===== config.mk =====
export PLATFORM = sky130hd
export DESIGN_NAME = lfsr_encrypt_engine
export DESIGN_NICKNAME = d
export VERILOG_FILES = /design/src/rtl/lfsr_encrypt_engine_pkg.sv /design/src/rtl/lfsr_encrypt_engine_lfsr7_step.sv /design/src/rtl/lfsr_encrypt_engine.sv
export SDC_FILE = /design/constraint.sdc
export NUM_CORES = 1
export LEC_CHECK = 0
export CORE_MARGIN = 3
export CORE_UTILIZATION = 25
export DETAILED_ROUTE_END_ITERATION = 8
export PLACE_DENSITY = 0.44
export SYNTH_ARGS = -nofsm -noshare
export SYNTH_HDL_FRONTEND = slang
export SYNTH_SLANG_ARGS = --single-unit

===== constraint.sdc =====
create_clock -name i_clk -period 4 [get_ports i_clk]
set_input_delay 0.8 -clock i_clk [delete_from_list [all_inputs] [get_ports i_clk]]
set_output_delay 0.8 -clock i_clk [all_outputs]
set_load 0.01 [all_outputs]

===== src/rtl/lfsr_encrypt_engine_pkg.sv =====
// Shared types, address map and LFSR helpers for the Program-1 encrypt engine and its decrypt twin.
package lfsr_encrypt_engine_pkg;

    localparam int AW = 8;

    localparam logic [AW-1:0] MSG_BASE  = 8'd0;
    localparam logic [AW-1:0] PRE_ADDR  = 8'd61;
    localparam logic [AW-1:0] TAP_ADDR  = 8'd62;
    localparam logic [AW-1:0] SEED_ADDR = 8'd63;
    localparam logic [AW-1:0] OUT_BASE  = 8'd64;
    localparam logic [AW-1:0] NCHAR     = 8'd64;
    localparam logic [7:0]    PRE_MIN   = 8'd10;
    localparam logic [7:0]    PRE_MAX   = 8'd26;
    localparam logic [7:0]    PAD_CHAR  = 8'h20;

    typedef enum logic [3:0] {
        S_IDLE,
        S_ARMED,
        S_LD_PRE,
        S_LD_TAP,
        S_LD_SEED,
        S_RD_CHAR,
        S_WR_CHAR,
        S_DONE
    } state_t;

    function automatic logic parity7(input logic [6:0] x);
        return ^x;
    endfunction

    // Galois-free Fibonacci step: shift left, feedback is the parity of the tapped bits.
    function automatic logic [6:0] lfsr7_next(input logic [6:0] state, input logic [6:0] taps);
        return {state[5:0], ^(state & taps)};
    endfunction

endpackage


===== src/rtl/lfsr_encrypt_engine_lfsr7_step.sv =====
// One keystream step: encrypts a 7-bit char with the current LFSR state and produces the next state.
// Purely combinational; shared with the decrypt datapath.
module lfsr7_step
    import lfsr_encrypt_engine_pkg::*;
(
    input  logic [6:0] i_state,
    input  logic [6:0] i_taps,
    input  logic [6:0] i_plain,
    output logic [6:0] o_next,
    output logic [7:0] o_cipher
);

    logic [6:0] w_x;

    assign w_x      = i_plain ^ i_state;
    assign o_cipher = {parity7(w_x), w_x};
    assign o_next   = lfsr7_next(i_state, i_taps);

endmodule


===== src/rtl/lfsr_encrypt_engine.sv =====
// Program-1 encrypt engine: loads config from data memory, writes 64 parity-tagged ciphertext bytes.
// Launch on registered req falling; ack 131 cycles after the first LD_PRE cycle, held until req rises.
module lfsr_encrypt_engine
    import lfsr_encrypt_engine_pkg::*;
(
    input  logic          i_clk,
    input  logic          i_init,
    input  logic          i_req,
    output logic          o_ack,
    output logic [AW-1:0] o_mem_addr,
    output logic          o_mem_wr_en,
    output logic [7:0]    o_mem_wdata,
    input  logic [7:0]    i_mem_rdata
);

    state_t          r_state;
    state_t          w_next;
    logic            r_req;
    logic            r_ack;
    logic [7:0]      r_pre;
    logic [6:0]      r_taps;
    logic [6:0]      r_lfsr;
    logic [6:0]      r_plain;
    logic [AW-1:0]   r_idx;

    logic [AW-1:0]   w_off;
    logic            w_in_pad;
    logic [6:0]      w_rd_plain;
    logic [7:0]      w_pre_clamp;
    logic [6:0]      w_seed;
    logic [6:0]      w_lfsr_next;
    logic [7:0]      w_cipher;

    lfsr7_step u_step (
        .i_state  (r_lfsr),
        .i_taps   (r_taps),
        .i_plain  (r_plain),
        .o_next   (w_lfsr_next),
        .o_cipher (w_cipher)
    );

    assign w_off       = r_idx - r_pre;
    assign w_in_pad    = (r_idx < r_pre) || (w_off >= PRE_ADDR);
    assign w_rd_plain  = w_in_pad ? PAD_CHAR[6:0] : i_mem_rdata[6:0];
    assign w_pre_clamp = (i_mem_rdata < PRE_MIN) ? PRE_MIN :
                         (i_mem_rdata > PRE_MAX) ? PRE_MAX : i_mem_rdata;
    // An all-zero LFSR would lock up, so a zero seed is promoted to 1.
    assign w_seed      = (i_mem_rdata[6:0] == 7'd0) ? 7'h01 : i_mem_rdata[6:0];

    always_comb begin
        w_next      = r_state;
        o_mem_addr  = '0;
        o_mem_wr_en = 1'b0;
        o_mem_wdata = 8'h00;
        case (r_state)
            S_IDLE:    if (r_req)  w_next = S_ARMED;
            S_ARMED:   if (!r_req) w_next = S_LD_PRE;
            S_LD_PRE: begin
                o_mem_addr = PRE_ADDR;
                w_next     = S_LD_TAP;
            end
            S_LD_TAP: begin
                o_mem_addr = TAP_ADDR;
                w_next     = S_LD_SEED;
            end
            S_LD_SEED: begin
                o_mem_addr = SEED_ADDR;
                w_next     = S_RD_CHAR;
            end
            S_RD_CHAR: begin
                o_mem_addr = (r_idx < r_pre) ? MSG_BASE : MSG_BASE + w_off;
                w_next     = S_WR_CHAR;
            end
            S_WR_CHAR: begin
                o_mem_addr  = OUT_BASE + r_idx;
                o_mem_wr_en = 1'b1;
                o_mem_wdata = w_cipher;
                w_next      = (r_idx == NCHAR - 8'd1) ? S_DONE : S_RD_CHAR;
            end
            S_DONE:    if (r_req)  w_next = S_ARMED;
            default:   w_next = S_IDLE;
        endcase
    end

    always_ff @(posedge i_clk or negedge i_init) begin
        if (!i_init) begin
            r_state <= S_IDLE;
            r_req   <= 1'b0;
            r_ack   <= 1'b0;
            r_pre   <= '0;
            r_taps  <= '0;
            r_lfsr  <= '0;
            r_plain <= '0;
            r_idx   <= '0;
        end else begin
            r_state <= w_next;
            r_req   <= i_req;
            r_ack   <= (w_next == S_DONE);
            case (r_state)
                S_LD_PRE:  r_pre  <= w_pre_clamp;
                S_LD_TAP:  r_taps <= i_mem_rdata[6:0];
                S_LD_SEED: begin
                    r_lfsr <= w_seed;
                    r_idx  <= '0;
                end
                S_RD_CHAR: r_plain <= w_rd_plain;
                S_WR_CHAR: begin
                    r_lfsr <= w_lfsr_next;
                    r_idx  <= r_idx + 8'd1;
                end
                default: ;
            endcase
        end
    end

    assign o_ack = r_ack;

endmodule


==> results of run 1 <==
==> final timing paths <==
check | end | slack (ps) | depth (start not counted)
min in group asynchronous | r_plain[1]$_DFFE_PN0P_ | 680 | 1
max in group asynchronous | r_idx[4]$_DFFE_PN0P_ | 2690 | 1
max reg2reg | r_plain[5]$_DFFE_PN0P_ | 1360 | 10
min | r_pre[6]$_DFFE_PN0P_ | 500 | 2
max | o_mem_addr[1] | 170 | 10
min reg2reg | r_pre[6]$_DFFE_PN0P_ | 500 | 2
==> critical path: cells and delay by family, from the launching register on <==
kind / cells / cell delay (ps)
simple gates: 1 / 210
compound gates: 4 / 920
buf+inv: 3 / 640
flops: 1 / 430
fa+ha+maj: 2 / 540
==> per-layer routing <==
| metal | up-vias | part of all wire (%) | track usage [%] |
|---|---|---|---|
| li1 | 1086 | - | - |
| met1 | 1031 | 50 | 16.5 |
| met2 | 39 | 46 | 19.7 |
| met3 | 4 | 3.4 | 2.74 |
| met4 | 0 | 0.82 | 2.79 |
| met5 | - | 0 | 0 |
==> registers in the layout (all words and copies together), names as in the netlist <==
register  flops
r_idx         8
r_pre         8
r_lfsr        7
r_state       4
r_taps        7
r_plain       7
r_req         1
o_ack         1
==> cell type report <==
class,count,area (um2)
fillers,1128,7190
multi-input cells,217,1550
clock buffers,6,72.6
flip-flops and latches,43,1080
well taps,136,170
repair buffers,33,313
inverters,21,78.8
clock inverters,2,12.5
==> power by group through the flow <==
stage	sequential [mW]	combinational, mW	clock [mW]
3_3_place_gp	0.584	0.393	0
5_1_grt	0.584	0.444	0.308
4_1_cts	0.575	0.403	0.288
3_5_place_dp	0.583	0.401	0
2_1_floorplan	0.551	0.330	0
6_report	0.572	0.396	0.277
==> stage by stage <==
stage	cells	worst slack [ps]	utilization, %
after detailed placement	449	345	30.3
after global routing	458	53.7	31.3
after global placement	449	390	30.3
final	458	173	31.3
after CTS	457	14.0	31.1
after floorplan	291	969	-
==> timing repair <==
item                                    4_1_cts  5_1_grt
setup buffers                                 0        1
gates resized for setup                       0        2
endpoints found under the hold margin         0        0
endpoints found under the setup margin        0        2
==> cells in the final DEF, fill, tap and decap left out, drive strengths merged, types with 3 or more instances in the layout <==
| master | synthesis | final |
|---|---|---|
| nand2 | 33 | 33 |
| clkdlybuf4s50 | 0 | 27 |
| a22o | 4 | 4 |
| buf | 4 | 6 |
| xnor2 | 15 | 15 |
| ha | 11 | 11 |
| mux2 | 8 | 8 |
| dfrtp | 43 | 43 |
| o31ai | 6 | 6 |
| nor2 | 21 | 21 |
| inv | 21 | 21 |
| a21o | 4 | 4 |
| nand2b | 6 | 6 |
| a21oi | 14 | 14 |
| and3 | 6 | 6 |
| xor2 | 4 | 4 |
| nor2b | 4 | 4 |
| clkbuf | 6 | 6 |
| mux2i | 9 | 9 |
| o21ai | 23 | 23 |
| nor3 | 4 | 4 |
| nand3 | 8 | 8 |
| or2 | 3 | 3 |
==> logic make-up after synthesis <==
group,count (synthesis)
compound gates,71
xor+xnor,21
fa+ha+maj,12
buf+inv,31
flops,43
mux,17
other cells,1
simple gates,95
==> flow_metrics.py, run 1 <==
metrics = {
    "run_status": {
        "outcome": "finished, final reports clean",
    },
    "synth": {
        "synth_fa_ha_area_share_pct": 5.76,
        "yosys.area.top_type": "dfrtp_1",
        "yosys.area.top_type_share_pct": 39.3,
        "synth-simple-area-share_pct": 17.7,
        "synth-seq-area-share_pct": 39.3,
        "synth_compound_area_share_pct": 18.3,
        "async_reset_ff_share_pct": 100,
        "ys_warn_count": 0,
        "synth_common_cells": "dfrtp_1 (43), nand2_1 (33), inv_1 (21), nor2_1 (21), o21ai_0 (20)",
        "synth.most_common_cell": "dfrtp_1",
        "synthXorXnorAreaFrac_pct": 7.73,
        "netlist-cell-type-count": 55,
        "syn_avg_cell_area_um2": 9.40,
        "synth_top_family_by_area": "compound AO/OA/AOI/OAI gates",
        "synthMuxAreaShare_pct": 6.59,
        "synth_nets": 314,
        "synth_edf_count": 0,
        "netlist_area_um2": 2740,
        "ys_seq_elements": 43,
        "synth_area_leaders": "dfrtp_1 (39%), ha_1 (5.0%), xnor2_1 (4.8%)",
        "syn_inst": 291,
        "synth_ff_type": "dfrtp_1",
    },
    "global_route": {
        "antenna_found_initial": 0,
        "grt_pass1_wl_um": 12000,
        "overflow": 0,
        "grt_pass1_vias": 2213,
        "grt_max_degree": 44,
        "grt.total_usage_pct": 12.1,
    },
    "detailed_routing": {
        "num_vias": 2160,
        "drt_iter0_drc": 83,
        "ant_nets": 0,
        "drt_first_pass_iters": 4,
        "wl_per_cell_um": 15.8,
        "via_per_inst": 4.72,
        "routed_wl_um": 7240,
        "detail_route.drc_violations": 0,
    },
    "pwr": {
        "internal_power_mw": 0.842,
        "combPwrFrac_pct": 31.8,
        "max-vdd-ir-drop_v": 0.000175,
        "swShare_pct": 32.4,
        "seqPwrFrac_pct": 45.9,
        "power.density_nw_per_um2": 381,
        "power.switching_mw": 0.404,
        "clkPwrFrac_pct": 22.3,
        "power_leakage_nw": 1.44,
        "p_total_mw": 1.25,
    },
    "setup_path": {
        "slowest_stage": "clkdlybuf4s50_1",
        "crit_path_frequent_cell": "inv_1",
        "crit_path_max_fanout": 6,
        "regToRegStartpoint": "r_idx[0]$_DFFE_PN0P_",
        "cp-startpoint": "r_idx[0]$_DFFE_PN0P_",
        "required_ps": 3200,
        "arrival_ps": 3030,
        "critical_path_class": "register to output pin",
        "endpoint_kind": "output pin",
        "crit_chain": "inv_1 > ha_1 > inv_1 > fa_1 > a21o_1 > a221oi_4 > o21ai_1 > and2_1 > a221o_1 > clkdlybuf4s50_1",
        "slowest_delay_ps": 490,
        "critPathLaunchType": "register",
    },
    "finish": {
        "design_area_um2": 3270,
        "nets": 344,
        "antenna_cells": 0,
        "drive_gt1_share_pct": 11.2,
        "areaGrowthSynthToFinish_pct": 19.7,
    },
    "clock_tree": {
        "postCtsHoldBufs": 0,
        "clk_pin_slew_worst_paths_ps": 80,
        "cts_tree": "done",
        "htree_levels": 2,
        "cts_buffers": 5,
        "root_buffer": "clkbuf_8",
        "cts_sinks": 43,
        "clock_latency_ps": 300,
        "ctsLongestPathBuffers": 2,
    },
    "place": {
        "dpl-instance-area_um2": 3170,
        "gp_congestion": 0.829,
        "dp.final_hpwl_um": 5610,
        "port_buffers": 28,
    },
    "sta": {
        "skew_ps": 8.50,
        "hold_violations": 0,
        "rsz0062_at_grt": "false",
        "post-route-min-period_ps": 3830,
        "fin_crit_sh_pct": 95.7,
        "clock.fmax_mhz": 261,
        "hold_ws_ps": 499,
        "worst_pin_slew_ps": 1030,
        "final_max_slew_viol_count": 0,
        "setup_tns_ps": 0,
        "finalSetupViolCount": 0,
        "relSlewSlack_pct": 31.3,
    },
    "floorplan": {
        "fp.coreArea_um2": 10500,
        "die_height_um": 111,
        "start_util_pct": 26.1,
        "die_w_um": 111,
        "boundaryPins": 29,
        "rows": 37,
        "dieArea_um2": 12200,
    },
    "job": {
        "max_cap_violations": 0,
    },
    "worst_hold_path": {
        "hp-class": "register to register",
        "min-delay-start": "r_pre[6]$_DFFE_PN0P_",
    },
}
No activity file was read; power rests on OpenSTA's default activity.
==> inputs of run 2 (changes only) <==
--- a/config.mk
+++ b/config.mk
@@ -5,6 +5,7 @@
 export SDC_FILE = /design/constraint.sdc
 export NUM_CORES = 1
 export LEC_CHECK = 0
+export CAP_MARGIN = 20
 export CORE_MARGIN = 3
 export CORE_UTILIZATION = 25
 export DETAILED_ROUTE_END_ITERATION = 8
==> run 2 against run 1 <==
  * Wire length is 0.32% lower
  * Global-route usage did not move
  * Sequential power about the same
  * Worst setup slack worse by 2.5 ps
  * Clock skew about the same
  * Core utilization is 0.19 points higher
  * Critical endpoint unchanged
  * Die area is the same
  * Critical path depth unchanged
  * Non-clock buffer count rose by 1
  * Combinational power hardly changed
==> flow_metrics.py, run 2 (synthesis results as in run 1) <==
metrics = {
    "finish": {
        "areaGrowthSynthToFinish_pct": 20.4,
        "drive_gt1_share_pct": 11.5,
        "final_common_cell": "dfrtp_1",
        "antenna_cells": 0,
        "nets": 345,
        "multi_input_area_um2": 1550,
        "ff_latch_area_um2": 1080,
        "layout_common_cells": "dfrtp_1 (43), nand2_1 (32), clkdlybuf4s50_1 (27)",
        "n_fill_cell": 1128,
        "reg.largest.list": "r_idx: 8 flops, r_pre: 8 flops",
        "design_area_um2": 3290,
    },
    "setup_path": {
        "critical_path_class": "register to output pin",
        "reg2reg_setup_slack_ps": 1360,
        "required_ps": 3200,
        "regToRegStartpoint": "r_idx[0]$_DFFE_PN0P_",
        "crit_chain": "inv_1 > ha_1 > inv_1 > fa_1 > a21o_1 > a221oi_4 > o21ai_1 > and2_1 > a221o_1 > clkdlybuf4s50_1",
        "critPathLaunchType": "register",
        "crit_path_max_fanout": 6,
        "cp-startpoint": "r_idx[0]$_DFFE_PN0P_",
        "arrival_ps": 3030,
        "slowest_stage": "clkdlybuf4s50_1",
        "endpoint_kind": "output pin",
        "crit_path_frequent_cell": "inv_1",
        "slowest_delay_ps": 490,
    },
    "place": {
        "dpl-instance-area_um2": 3170,
        "dp.final_hpwl_um": 5610,
        "gp_congestion": 0.829,
        "dp_slack_ps": 345,
        "port_buffers": 28,
    },
    "clock_tree": {
        "cts_buffers": 5,
        "clk_pin_slew_worst_paths_ps": 90,
        "postCtsHoldBufs": 0,
        "ctsLongestPathBuffers": 2,
        "cts_tree": "done",
        "clock_latency_ps": 300,
        "htree_levels": 2,
        "cts_sinks": 43,
        "root_buffer": "clkbuf_8",
    },
    "global_route": {
        "antenna_found_initial": 0,
        "grt_pass1_vias": 2213,
        "grt_max_degree": 44,
        "grt_pass1_wl_um": 12000,
        "grt.total_usage_pct": 12.1,
        "overflow": 0,
    },
    "floorplan": {
        "die_w_um": 111,
        "dieArea_um2": 12200,
        "die_height_um": 111,
        "boundaryPins": 29,
        "start_util_pct": 26.1,
        "fp.coreArea_um2": 10500,
        "rows": 37,
    },
    "sta": {
        "fin_crit_sh_pct": 95.7,
        "hold_violations": 0,
        "finalSetupViolCount": 0,
        "setup_tns_ps": 0,
        "skew_ps": 8.06,
        "clock.fmax_mhz": 261,
        "final_max_slew_viol_count": 0,
        "worst_slack_ps": 170,
        "post-route-min-period_ps": 3830,
        "hold_ws_ps": 429,
        "worst_pin_slew_ps": 713,
        "relSlewSlack_pct": 52.1,
        "rsz0062_at_grt": "false",
    },
    "detailed_routing": {
        "via_per_inst": 4.73,
        "drt_iter0_drc": 82,
        "routed_wl_um": 7220,
        "ant_nets": 0,
        "detail_route.drc_violations": 0,
        "drt_first_pass_iters": 4,
        "wl_per_cell_um": 15.7,
        "num_vias": 2172,
    },
    "worst_hold_path": {
        "hp-class": "primary input to asynchronous set/reset pin",
    },
    "job": {
        "max_cap_violations": 0,
    },
    "run_status": {
        "outcome": "finished, final reports clean",
    },
    "pwr": {
        "power_leakage_nw": 1.45,
        "p_total_mw": 1.25,
        "power.density_nw_per_um2": 379,
        "max-vdd-ir-drop_v": 0.000175,
    },
}
==> run 2: final cells by class <==
cell class | count | share of cell area (%)
multi-input cells | 217 | 47.1
flip-flops and latches | 43 | 32.7
repair buffers | 34 | 10.1
well taps | 136 | 5.17
inverters | 21 | 2.39
clock buffers | 6 | 2.20
clock inverters | 2 | 0.380
==> run 2: what timing repair did <==
action | 4_1_cts | 5_1_grt
setup endpoints to repair | 0 | 2
gates resized for setup | 0 | 2
buffers inserted | 0 | 1
==> run 2: metrics by stage <==
stage / util [%] / instances
5_1_grt: 31.5 / 459
2_1_floorplan: - / 291
3_5_place_dp: 30.3 / 449
6_report: 31.5 / 459
4_1_cts: 31.1 / 457
3_3_place_gp: 30.3 / 449
==> run 2: worst paths after layout <==
kind	cells past startpoint	end
max	10	o_mem_addr[1]
min reg2reg	2	r_pre[6]$_DFFE_PN0P_
max reg2reg	10	r_plain[5]$_DFFE_PN0P_
max in group asynchronous	2	r_idx[4]$_DFFE_PN0P_
min	1	r_plain[6]$_DFFE_PN0P_
min in group i_clk	2	r_pre[6]$_DFFE_PN0P_
==> run 2: layer usage <==
layer | wire length [um] | GRT usage, % | vias up
li1 | - | - | 1085
met1 | 3540 | 16.5 | 1041
met2 | 3340 | 19.7 | 40
met3 | 277 | 2.74 | 6
met4 | 66 | 2.79 | 0
met5 | 0 | 0 | -
==> run 2: critical path, delay by kind of cell, from the launching register on <==
family,cells,cell delay (ps)
AND/OR/NAND/NOR,1,210
buffers and inverters,3,640
flip-flops,1,430
AO/OA/AOI/OAI,4,920
adder cells (fa/ha/maj),2,540
==> run 2: report_power, final <==
part           leakage (nW)  switching (mW)  total (mW)  internal [mW]
registers             0.522          0.0704       0.572          0.502
logic                 0.885           0.177       0.398          0.220
clock network        0.0412           0.155       0.277          0.122
